## src/rtl/alu_ctrl_mul.sv

```systemverilog
// rtl/alu_ctrl_mul.sv - ALU control decoder with iterative shift-add multiplier for mult/multu
// Decode is combinational; the multiplier stalls the datapath for DATA_W+1 cycles per accept.
module alu_ctrl_mul #(
    parameter int DATA_W = 32,
    parameter int CTRL_W = 5
) (
    input  logic              clk_i,
    input  logic              rst_i,
    input  logic              valid_i,
    input  logic [3:0]        ALUOp_i,
    input  logic [5:0]        funct_i,
    input  logic [DATA_W-1:0] src1_i,
    input  logic [DATA_W-1:0] src2_i,
    output logic [CTRL_W-1:0] ALUCtrl_o,
    output logic              stall_o,
    output logic              done_o,
    output logic [DATA_W-1:0] hi_o,
    output logic [DATA_W-1:0] lo_o
);
    localparam int CNT_W = $clog2(DATA_W) + 1;

    typedef enum logic [1:0] {S_IDLE, S_BUSY, S_DONE} state_t;

    state_t                state_q, state_d;
    logic [2*DATA_W-1:0]   mcand_q, mcand_d;
    logic [2*DATA_W-1:0]   acc_q, acc_d;
    logic [DATA_W-1:0]     mplier_q, mplier_d;
    logic [DATA_W-1:0]     hi_q, hi_d;
    logic [DATA_W-1:0]     lo_q, lo_d;
    logic [CNT_W-1:0]      cnt_q, cnt_d;
    logic                  neg_q, neg_d;

    logic [4:0]            code;
    logic                  is_mul;
    logic                  is_signed;
    logic [DATA_W-1:0]     mag1;
    logic [DATA_W-1:0]     mag2;
    logic [2*DATA_W-1:0]   acc_sum;
    logic [2*DATA_W-1:0]   prod;

    always_comb begin
        code = 5'd0;
        if (ALUOp_i == 4'd0) begin
            case (funct_i)
                6'd32:   code = 5'd0;
                6'd34:   code = 5'd2;
                6'd36:   code = 5'd3;
                6'd37:   code = 5'd4;
                6'd42:   code = 5'd5;
                6'd2:    code = 5'd11;
                6'd6:    code = 5'd12;
                6'd24:   code = 5'd16;
                6'd25:   code = 5'd19;
                default: code = 5'd0;
            endcase
        end else begin
            case (ALUOp_i)
                4'd1:    code = 5'd7;
                4'd2:    code = 5'd1;
                4'd3:    code = 5'd6;
                4'd4:    code = 5'd8;
                4'd5:    code = 5'd9;
                4'd6:    code = 5'd10;
                4'd7:    code = 5'd13;
                4'd8:    code = 5'd14;
                4'd9:    code = 5'd15;
                4'd10:   code = 5'd17;
                4'd11:   code = 5'd18;
                default: code = 5'd0;
            endcase
        end
    end

    assign ALUCtrl_o = CTRL_W'(code);
    assign is_mul    = (ALUOp_i == 4'd0) && ((funct_i == 6'd24) || (funct_i == 6'd25));
    assign is_signed = (funct_i == 6'd24);

    // The most negative value negates to itself, which reads correctly as an unsigned magnitude.
    assign mag1    = (is_signed && src1_i[DATA_W-1]) ? -src1_i : src1_i;
    assign mag2    = (is_signed && src2_i[DATA_W-1]) ? -src2_i : src2_i;
    assign acc_sum = mplier_q[0] ? (acc_q + mcand_q) : acc_q;
    assign prod    = neg_q ? -acc_sum : acc_sum;

    always_comb begin
        state_d  = state_q;
        mcand_d  = mcand_q;
        acc_d    = acc_q;
        mplier_d = mplier_q;
        hi_d     = hi_q;
        lo_d     = lo_q;
        cnt_d    = cnt_q;
        neg_d    = neg_q;
        case (state_q)
            S_IDLE: begin
                if (valid_i && is_mul) begin
                    state_d  = S_BUSY;
                    mcand_d  = {{DATA_W{1'b0}}, mag1};
                    mplier_d = mag2;
                    acc_d    = '0;
                    cnt_d    = '0;
                    neg_d    = is_signed & (src1_i[DATA_W-1] ^ src2_i[DATA_W-1]);
                end
            end
            S_BUSY: begin
                // Multiplicand is pre-shifted each step, so it always carries weight 2^cnt.
                acc_d    = acc_sum;
                mcand_d  = mcand_q << 1;
                mplier_d = mplier_q >> 1;
                cnt_d    = cnt_q + 1'b1;
                if (cnt_q == CNT_W'(DATA_W - 1)) begin
                    state_d      = S_DONE;
                    {hi_d, lo_d} = prod;
                end
            end
            S_DONE:  state_d = S_IDLE;
            default: state_d = S_IDLE;
        endcase
    end

    always_ff @(posedge clk_i) begin
        if (rst_i) begin
            state_q  <= S_IDLE;
            mcand_q  <= '0;
            acc_q    <= '0;
            mplier_q <= '0;
            hi_q     <= '0;
            lo_q     <= '0;
            cnt_q    <= '0;
            neg_q    <= 1'b0;
        end else begin
            state_q  <= state_d;
            mcand_q  <= mcand_d;
            acc_q    <= acc_d;
            mplier_q <= mplier_d;
            hi_q     <= hi_d;
            lo_q     <= lo_d;
            cnt_q    <= cnt_d;
            neg_q    <= neg_d;
        end
    end

    assign stall_o = !rst_i & (((state_q == S_IDLE) & valid_i & is_mul) | (state_q == S_BUSY));
    assign done_o  = (state_q == S_DONE);
    assign hi_o    = hi_q;
    assign lo_o    = lo_q;
endmodule
```

## config.mk

```make
export PLATFORM = sky130hd
export DESIGN_NAME = alu_ctrl_mul
export DESIGN_NICKNAME = d
export VERILOG_FILES = /design/src/rtl/alu_ctrl_mul.sv
export SDC_FILE = /design/constraint.sdc
export NUM_CORES = 1
export LEC_CHECK = 0
export CORE_AREA = 2 2 187 189
export CTS_CLUSTER_DIAMETER = 80
export DETAILED_ROUTE_END_ITERATION = 7
export DIE_AREA = 0 0 189 191
export GPL_TIMING_DRIVEN = 0
export PLACE_DENSITY = 0.74
export SLEW_MARGIN = 20
export SYNTH_ARGS = -nofsm -noshare
export SYNTH_HDL_FRONTEND = slang
export SYNTH_SLANG_ARGS = --single-unit
```

## constraint.sdc

```tcl
create_clock -name clk_i -period 10.4 [get_ports clk_i]
set_clock_uncertainty 0.05 [all_clocks]
set_input_delay 1.04 -clock clk_i [delete_from_list [all_inputs] [get_ports clk_i]]
set_output_delay 1.04 -clock clk_i [all_outputs]
set_load 0.01 [all_outputs]
```

==> flow_summary.toml <==
[worst_setup_path]
slowest_delay_ps = 890
arrival_ps = 6450
required_ps = 10790
cp_slowest_cell = "nor3_1"
crit_path_start_kind = "flip-flop"
crit_type = "flip-flop to flip-flop"
crit_chain = "ha_1 -> buf_2 -> a21oi_1 -> o21ai_0 -> a21oi_1 -> a211oi_2 -> nor3_1 -> o211ai_1 -> or2_1 -> nor4_4 -> nand3_1 -> or4b_1 -> clkbuf_1 -> o31ai_1 -> xor2_1 -> a21oi_1"
path_max_fanout = 7
endpoint_kind = "flip-flop"
crit_top_cell = "a21oi_1"

[drt]
wirelength_um = 65360
via_per_inst = 6.289
postRouteAntennaNets = 0
drtIter0Drc = 1394
firstDrtPassIters = 5
drc = 0
wire_per_inst_um = 22.39
vias = 18360

[floorplan]
num_io_pins = 148
die_w_um = 189
start_util = 0.4956
num_rows = 68
core_mm2 = 0.03412
die_h_um = 191
die-area_mm2 = 0.03610

[placed_design]
placed_area_mm2 = 0.01892
place_congestion = 0.9934
dp_cells = 2868
place_hpwl_um = 52420
portBuffers = 144

[final_layout]
drive_gt1_frac = 0.04344
design_area_mm2 = 0.01992
synthToLayoutAreaGrowth_pct = 17.81
final_net_count = 2590
fillers = 3228
finalNonFillerCells = 2919

[yosys]
synth_area_mm2 = 0.01691
synth_cell_type_count = 96
synth.top_cells.by_count = "nand2_1 (272), nor2_1 (262), a21oi_1 (233), dfxtp_1 (233), o21ai_0 (167)"
yosysTopAreaCell = "dfxtp_1"
ys_ff_latch = 233
synthCells = 2269
ys.warnings.count = 0
synth_top_area_frac = 0.2759
yosys-top-cells-area = "dfxtp_1 (28%), a21oi_1 (6.9%), nand2_1 (6.0%), nor2_1 (5.8%), ha_1 (5.2%)"
synth_nets = 2417
synth_edf_count = 0
synthArstFlopShare = 0
synth_top_flop_cell = "dfxtp_1"
ys_seq_area_frac = 0.2759
yosysMostFrequentCell = "nand2_1"
syn_avg_cell_area_um2 = 7.452

[grt]
grt-ovfl-total = 0
first_global_vias = 17620
grt_use_total = 0.3528
grt_antenna_before_repair = 0
grt_pass1_wl_um = 99240
grt_max_degree = 15

[cts]
cts_setup_buffers = 0
clockBufferDepth = 3
htree_levels = 1
cts_sinks = 233
cts_root_buffer = "clkbuf_16"
numCtsBuffers = 27
clk_latency_ps = 580
cts_resized = 0
path_clk_slew_ps = 60
cts_tree = "yes"
cts_hold_buf = 0

[timing]
worstMarginPinSlew_ps = 1264
slew_headroom = 0.1463
rsz0062_at_grt = "false"
fin_crit_sh = 0.5822
maxSlewViolCount = 0
hold_slack_ps = 399.5
final-hold-violation-count = 0
tns_ps = 0
fmax_ghz = 0.1652
setup_viol = 0
period_needed_ps = 6054

[power_and_ir_drop]
power_density_mw_per_mm2 = 104.1
vdd.ir_drop.worst_v = 0.0001264
p_leak_uw = 0.007347

[min_path]
hold_class = "flip-flop to flip-flop"

[run_status]
status = "complete, no violations"

[flow_run]
max_cap_violations = 0
-- where the power goes --
group | total (µW) | leakage (µW) | switching (µW) | internal [µW]
logic | 100 | 0.00500 | 56.4 | 43.6
registers | 893 | 0.00188 | 0.330 | 893
clock network | 1080 | 0.000476 | 433 | 648
total | 2070 | 0.00735 | 489 | 1580
-- registers in the layout (all words and copies together), names as in the netlist --
name / cells
neg_q: 1
acc_q: 64
cnt_q: 6
mplier_q: 32
state_q: 2
lo_o: 32
mcand_q: 64
hi_o: 32
-- per-layer routing --
| metal | wire length [µm] | part of all wire | GRT usage | vias up |
|---|---|---|---|---|
| met5 | 0 | 0 | 0 | - |
| met4 | 4558 | 0.070 | 0.2320 | 0 |
| met3 | 3740 | 0.057 | 0.03580 | 211 |
| met2 | 31830 | 0.49 | 0.6296 | 751 |
| met1 | 25230 | 0.39 | 0.4006 | 8680 |
| li1 | - | - | - | 8716 |
-- path summary, 6_finish.rpt --
| check | start | endpoint | slack, ps | depth (start not counted) |
|---|---|---|---|---|
| hold reg to reg | hi_o[21] | hi_o[21] | 400 | 2 |
| hold / removal | hi_o[21] | hi_o[21] | 400 | 2 |
| setup reg to reg | acc_q[14] | hi_o[22] | 4350 | 16 |
| setup / recovery | acc_q[14] | hi_o[22] | 4350 | 16 |
-- layout make-up --
| cell class | count | area, µm² | share of cell area |
|---|---|---|---|
| clock inverters | 18 | 282.8 | 0.01420 |
| flip-flops and latches | 233 | 4664 | 0.2342 |
| repair buffers | 144 | 1441 | 0.07237 |
| multi-input cells | 1849 | 11480 | 0.5762 |
| well taps | 455 | 569.3 | 0.02858 |
| diodes | 1 | 2.502 | 0.0001256 |
| clock buffers | 32 | 714.4 | 0.03587 |
| inverters | 38 | 142.6 | 0.007161 |
| plain buffers | 149 | 624.3 | 0.03135 |
-- through the flow --
| step | worst slack (ps) | utilization | power, µW |
|---|---|---|---|
| after floorplan | 5695 | - | 952.1 |
| after global placement | 4597 | 0.5545 | 1010 |
| after detailed placement | 4659 | 0.5545 | 1012 |
| after CTS | 4579 | 0.5837 | 2077 |
| after global routing | 4073 | 0.5837 | 2116 |
| final | 4346 | 0.5838 | 2073 |
-- cell usage in the layout (no fill, tap or decap), drive strengths merged, types with 66 or more instances in the layout --
cell type      instances
a211oi                87
a21oi                237
clkbuf               150
clkdlybuf4s50        144
dfxtp                233
ha                    70
nand2                272
nor2                 262
o21ai                174
xnor2                 66
xor2                  71
-- critical path: cells and delay by family, from the launching register on --
family          cells  cell delay (ps)
compound gates      7             2100
fa+ha+maj           1              290
flops               1              500
xor+xnor            1              300
buf+inv             2              370
simple gates        5             2310
-- logic make-up (layout without fill, tap and decap cells) --
group | after synthesis | after routing | share of synthesized area
compound gates | 774 | 774 | 0.3028
xor+xnor | 137 | 137 | 0.07097
fa+ha+maj | 71 | 71 | 0.05299
buf+inv | 187 | 381 | 0.04536
flops | 233 | 233 | 0.2759
mux | 37 | 37 | 0.02279
other cells | 0 | 1 | 0
simple gates | 830 | 830 | 0.2292
No activity file was read; power rests on OpenSTA's default activity.
